[src/rtl/seg7_pkg.sv]
// seg7_pkg
// Shared constants and types for the 4-digit common-anode 7-segment scanner.
//   - SEG_0..SEG_9 : active-low patterns, bit order {g,f,e,d,c,b,a}
//   - SEG_BLANK    : all segments off
//   - digit_pos_t  : digit position index (0 = rightmost)
//   - SEP_POS      : position whose decimal point acts as the hh:mm separator
package seg7_pkg;

    localparam logic [6:0] SEG_0     = 7'h40;
    localparam logic [6:0] SEG_1     = 7'h79;
    localparam logic [6:0] SEG_2     = 7'h24;
    localparam logic [6:0] SEG_3     = 7'h30;
    localparam logic [6:0] SEG_4     = 7'h19;
    localparam logic [6:0] SEG_5     = 7'h12;
    localparam logic [6:0] SEG_6     = 7'h02;
    localparam logic [6:0] SEG_7     = 7'h78;
    localparam logic [6:0] SEG_8     = 7'h00;
    localparam logic [6:0] SEG_9     = 7'h10;
    localparam logic [6:0] SEG_BLANK = 7'h7F;

    typedef logic [1:0] digit_pos_t;

    localparam digit_pos_t SEP_POS = 2'd2;

endpackage

[src/rtl/seg7_decode.sv]
// seg7_decode
// Combinational BCD to active-low 7-segment decoder. Codes 10..15 are not
// digits and simply produce a blank pattern.
// Ports:
//   bcd_i    in  4  BCD digit
//   seg_n_o  out 7  active-low segments {g,f,e,d,c,b,a}
module seg7_decode
    import seg7_pkg::*;
(
    input  logic [3:0] bcd_i,
    output logic [6:0] seg_n_o
);

    always_comb begin
        seg_n_o = SEG_BLANK;
        case (bcd_i)
            4'd0:    seg_n_o = SEG_0;
            4'd1:    seg_n_o = SEG_1;
            4'd2:    seg_n_o = SEG_2;
            4'd3:    seg_n_o = SEG_3;
            4'd4:    seg_n_o = SEG_4;
            4'd5:    seg_n_o = SEG_5;
            4'd6:    seg_n_o = SEG_6;
            4'd7:    seg_n_o = SEG_7;
            4'd8:    seg_n_o = SEG_8;
            4'd9:    seg_n_o = SEG_9;
            default: seg_n_o = SEG_BLANK;
        endcase
    end

endmodule

[src/rtl/seg7_scan.sv]
// seg7_scan
// Time-multiplexed driver for a common-anode 4-digit 7-segment display.
// Each digit slot lasts SCAN_DIV cycles; the last cycle of every slot turns
// all anodes off so the segment lines can change without ghosting. Selected
// positions can blink with a half-period of BLINK_DIV full scan frames.
//
// Build option: SEG7_BLINK_EN -- when defined, the frame counter and blink
// phase exist and blink_mask is honoured; otherwise blink_mask is ignored.
//
// Parameters:
//   SCAN_DIV   clock cycles per digit slot including the guard cycle (>= 2)
//   BLINK_DIV  scan frames per blink half-period (>= 1)
// Ports:
//   clk         in  1  system clock
//   rst         in  1  asynchronous active-high reset
//   hh_t        in  4  BCD digit, position 3 (leftmost)
//   hh_u        in  4  BCD digit, position 2
//   mm_t        in  4  BCD digit, position 1
//   mm_u        in  4  BCD digit, position 0 (rightmost)
//   blink_mask  in  4  bit i blinks position i
//   seg_n       out 7  active-low segments {g,f,e,d,c,b,a}
//   dp_n        out 1  active-low decimal point (hh:mm separator)
//   an_n        out 4  active-low anodes, bit i selects position i
module seg7_scan
    import seg7_pkg::*;
#(
    parameter int SCAN_DIV  = 50000,
    parameter int BLINK_DIV = 64
) (
    input  logic       clk,
    input  logic       rst,
    input  logic [3:0] hh_t,
    input  logic [3:0] hh_u,
    input  logic [3:0] mm_t,
    input  logic [3:0] mm_u,
    input  logic [3:0] blink_mask,
    output logic [6:0] seg_n,
    output logic       dp_n,
    output logic [3:0] an_n
);

    localparam int PW = (SCAN_DIV > 2) ? $clog2(SCAN_DIV) : 1;
    localparam logic [PW-1:0] PRESC_LAST = PW'(SCAN_DIV - 1);

    logic [PW-1:0] presc_q, presc_d;
    digit_pos_t    idx_q, idx_d;
    logic          tick;

    logic [3:0]    digit;
    logic [6:0]    dec_seg;
    logic          blanked;

    logic [6:0]    seg_q, seg_d;
    logic [3:0]    an_q, an_d;
    logic          dp_q, dp_d;

    assign tick = (presc_q == PRESC_LAST);

    always_comb begin
        presc_d = tick ? '0 : presc_q + PW'(1);
        idx_d   = tick ? idx_q + 2'd1 : idx_q;
    end

    always_comb begin
        digit = mm_u;
        case (idx_q)
            2'd0: digit = mm_u;
            2'd1: digit = mm_t;
            2'd2: digit = hh_u;
            2'd3: digit = hh_t;
            default: digit = mm_u;
        endcase
    end

    seg7_decode u_decode (
        .bcd_i   (digit),
        .seg_n_o (dec_seg)
    );

`ifdef SEG7_BLINK_EN
    localparam int FW = (BLINK_DIV > 2) ? $clog2(BLINK_DIV) : 1;
    localparam logic [FW-1:0] FRAME_LAST = FW'(BLINK_DIV - 1);

    logic [FW-1:0] frame_q, frame_d;
    logic          phase_q, phase_d;

    // A frame ends on the tick that leaves position 3.
    always_comb begin
        frame_d = frame_q;
        phase_d = phase_q;
        if (tick && (idx_q == 2'd3)) begin
            if (frame_q == FRAME_LAST) begin
                frame_d = '0;
                phase_d = ~phase_q;
            end else begin
                frame_d = frame_q + FW'(1);
            end
        end
    end

    always_ff @(posedge clk or posedge rst) begin
        if (rst) begin
            frame_q <= '0;
            phase_q <= 1'b0;
        end else begin
            frame_q <= frame_d;
            phase_q <= phase_d;
        end
    end

    assign blanked = phase_q & blink_mask[idx_q];
`else
    // Blinking compiled out: the mask is deliberately left dangling.
    logic unused_blink_mask;
    assign unused_blink_mask = ^blink_mask;
    assign blanked           = 1'b0;
`endif

    always_comb begin
        an_d  = tick ? 4'hF : ~(4'b0001 << idx_q);
        seg_d = blanked ? SEG_BLANK : dec_seg;
        dp_d  = ((idx_q == SEP_POS) && !blanked) ? 1'b0 : 1'b1;
    end

    always_ff @(posedge clk or posedge rst) begin
        if (rst) begin
            presc_q <= '0;
            idx_q   <= '0;
            seg_q   <= SEG_BLANK;
            an_q    <= 4'hF;
            dp_q    <= 1'b1;
        end else begin
            presc_q <= presc_d;
            idx_q   <= idx_d;
            seg_q   <= seg_d;
            an_q    <= an_d;
            dp_q    <= dp_d;
        end
    end

    assign seg_n = seg_q;
    assign an_n  = an_q;
    assign dp_n  = dp_q;

endmodule

[config.mk]
export PLATFORM = sky130hd
export DESIGN_NAME = seg7_scan
export DESIGN_NICKNAME = d
export VERILOG_FILES = /design/src/rtl/seg7_pkg.sv /design/src/rtl/seg7_decode.sv /design/src/rtl/seg7_scan.sv
export SDC_FILE = /design/constraint.sdc
export NUM_CORES = 1
export LEC_CHECK = 0
export CAP_MARGIN = 20
export CORE_ASPECT_RATIO = 0.9
export CORE_MARGIN = 2
export CORE_UTILIZATION = 44
export CTS_CLUSTER_DIAMETER = 40
export CTS_CLUSTER_SIZE = 12
export DETAILED_ROUTE_END_ITERATION = 12
export PLACE_DENSITY = 0.74
export SLEW_MARGIN = 20
export SYNTH_ARGS = -nofsm -noshare
export SYNTH_HDL_FRONTEND = slang
export SYNTH_SLANG_ARGS = --single-unit
export TNS_END_PERCENT = 1
[constraint.sdc]
create_clock -name clk -period 1.9 [get_ports clk]
set_input_delay 0.285 -clock clk [delete_from_list [all_inputs] [get_ports clk]]
set_output_delay 0.285 -clock clk [all_outputs]
set_load 0.01 [all_outputs]
==> summary.txt <==
Setup path
  • CP cell instances: inv_2 -> ha_2 -> a222oi_1 -> a21oi_2 -> inv_1 -> ha_1 -> nand2_1 -> nand3_1
  • Startpoint type of the worst setup path: flop
  • CP max-delay cell: a222oi_1
  • Kind of critical path: reg2reg
  • Arr. time, crit path: 2.09 ns
  • Crit. End Element: flop
  • WP data required: 2.10 ns
  • Largest fanout on the critical path: 5
  • Worst path max stage delay: 0.45 ns

Clock tree
  • # clock sinks: 30
  • Root Buffer: clkbuf_8
  • Number of H-tree levels: 2
  • Clk buf depth: 2
  • CTS tree: built
  • Clk pin slew, worst setup/hold paths: 0.07 ns
  • CTS Buf Count: 5
  • Worst skew pair latency: 0.28 ns

Finish
  • Antenna diodes: 0
  • Cell Count, Final, Fillers Out: 231
  • Finished Core Util: 0.629
  • Layout cell share with drive strength beyond 1: 0.273
  • Layout net count: 217
  • Syn-to-layout area delta: 38.9%

Drt
  • DRC violations left: 0
  • Final Routed Wirelength: 3230 um
  • Vias: 1205
  • Vias per cell: 5.22
  • Pre-antenna DRT Iters: 5
  • 1st-iter DRT viols: 50
  • Post-route ant nets: 0
  • Wire per inst: 14.0 um

Global routing
  • GRT overflow: 0
  • Antenna violations before repair: 0
  • Grt met3 use: 0.0532
  • Most Crowded Layer GR: met2
  • First-pass GRT wire length: 5040 um
  • Met2 Resource Use GR: 0.290
  • Gr usage total: 0.178
  • Largest net degree at the start of global routing: 31
  • Met1 Usage GRT: 0.213
  • Vias in the first global route: 1137

Placed design
  • HPWL after DPL: 2300 um
  • DP Cell Count: 220
  • Port Buffer Count: 29
  • GP Congestion: 0.783

STA
  • Clock Skew: 0.00996 ns
  • Slew Limit Headroom: 0.699
  • Hold WS: 0.377 ns
  • Slew @ Worst Pin: 0.451 ns
  • Final Max Tran Viols: 0
  • Fmax: 529 MHz
  • Tcrit/Tclk final: 0.995
  • Setup violations, final: 0
  • Final Hold Vio Count: 0
  • Unrepaired setup endpoints after global routing: true
  • Tmin final: 1.89 ns

Min path
  • Hold Crit Class: in2async

Status
  • Run status: complete, no violations

Synthesis
  • Post-Synthesis Cells: 138
  • Synth Cell Area: 1500 sq um
  • Post-synthesis sequential area ratio: 0.512
  • Post-Syn Nets: 169
  • Syn. warnings: 0
  • Top post-synthesis cells by area: dfrtp_1 30%, dfstp_2 21%, ha_1 7.5%
  • Main synth FF type: dfrtp_1
  • Seq cells post-synth: 30
  • Yosys top cell area share: 0.301
  • Yosys cell types: 34
  • Async SR Flop Fraction: 1.00
  • Number of flops mapped to enable cells by yosys: 0
  • Avg Cell Area, Syn: 10.8 sq um
  • Dominant cell type by area after synthesis: dfrtp_1

Floorplan
  • Die ar.: 3880 sq um
  • Rows: 20
  • Die height: 59.3 um
  • Initial Utilization: 0.453
  • Io pins: 34
  • Core area: 3300 sq um
  • Horiz. Die Dim: 65.5 um

Run
  • Max_cap viols: 0

Pwr
  • Leakage: 0.872 nW
  • P per Cell Area: 619 nW/um^2
  • Max VDD drop: 0.390 mV
## path summary, 6_finish.rpt
check,startpoint,cells past startpoint,to,slack [ns]
max,idx_q[0],8,seg_n[3],0.009
min,rst,3,presc_q[11],0.38
max reg2reg,idx_q[0],8,seg_n[3],0.009
min reg2reg,presc_q[15],1,presc_q[15],0.47
max in group asynchronous,rst,3,dp_n,1.20
min in group clk,presc_q[15],1,presc_q[15],0.47
## logic make-up after synthesis
logic type,Yosys count,share of synthesized area
and+or+nand+nor,49,0.179
adders and majority gates,9,0.0753
muxes,8,0.0552
DFF,30,0.512
AOI/OAI and AO/OA,17,0.0753
xor gates and xnor gates,12,0.0702
buffers and inverters,13,0.0334
## repair_timing
item | 4_1_cts | 5_1_grt
gates resized for setup | 4 | 14
buffers inserted | 1 | 2
setup endpoints to repair | 5 | 8
hold buffers | 0 | 0
pin swaps | 2 | 7
## final cells by class
cell class / count / area, sq um
inverters: 12 / 45.0
clock buffers: 6 / 72.6
repair buffers: 42 / 388
fillers: 264 / 1220
multi-input cells: 95 / 741
well taps: 44 / 55.1
clock inverters: 2 / 10.0
flip-flops and latches: 30 / 767
## cell usage in the layout, fill, tap and decap left out, drive strengths merged
master,count
a22o,1
nor2,9
nor2b,2
buf,13
clkbuf,6
or3,2
a211oi,1
or2,1
a31oi,1
nor3,2
nor4b,1
and2,1
and3,1
nor4bb,2
mux2i,6
nand4b,1
nand4,2
inv,11
nor4,1
or4,1
and4b,1
mux2,2
a222oi,4
ha,9
o21ai,5
clkinv,3
xnor2,4
dfstp,12
clkdlybuf4s50,29
xor2,8
a21oi,5
dfrtp,18
nand2,12
nand3,10
## through the flow
step                      setup slack, ns  TNS [ns]  area, sq um  power, mW
after global placement             0.0263         0         1910      0.797
final                             0.00926         0         2080       1.29
after global routing              -0.0648    -0.211         2080       1.34
after detailed placement          -0.0344   -0.0560         1910      0.802
after CTS                          0.0205         0         2010       1.29
after floorplan                     0.126         0         1500      0.723
## critical path: cells and delay by family (launching register included)
kind	cells	cell delay, ns
AOI/OAI and AO/OA	2	0.61
adders and majority gates	2	0.47
buffers and inverters	2	0.18
DFF	1	0.41
and+or+nand+nor	2	0.14
## cell usage after synthesis (all sizes together) (4+ instances only)
| cell | instances |
|---|---|
| o21ai | 5 |
| a21oi | 5 |
| nor2 | 9 |
| nand3 | 10 |
| a222oi | 4 |
| nand2 | 12 |
| inv | 11 |
| mux2i | 6 |
| xor2 | 8 |
| xnor2 | 4 |
| dfstp | 12 |
| ha | 9 |
| dfrtp | 18 |
## sequential cells by signal, summed over array words and instances, names as in the netlist
name	count
an_n	4
idx_q	2
seg_n	7
presc_q	16
dp_n	1
## metal layers
metal / vias to the layer above / part of all wire
li1: 577 / -
met1: 587 / 0.44
met2: 32 / 0.49
met3: 9 / 0.053
met4: 0 / 0.023
met5: - / 0
## report_power, final
part	internal [mW]	leakage, nW	switching, mW
Combinational	0.0760	0.466	0.0582
Sequential	0.662	0.361	0.00343
Clock	0.253	0.0450	0.234
Note: power is estimated with default switching activity, not from simulation.
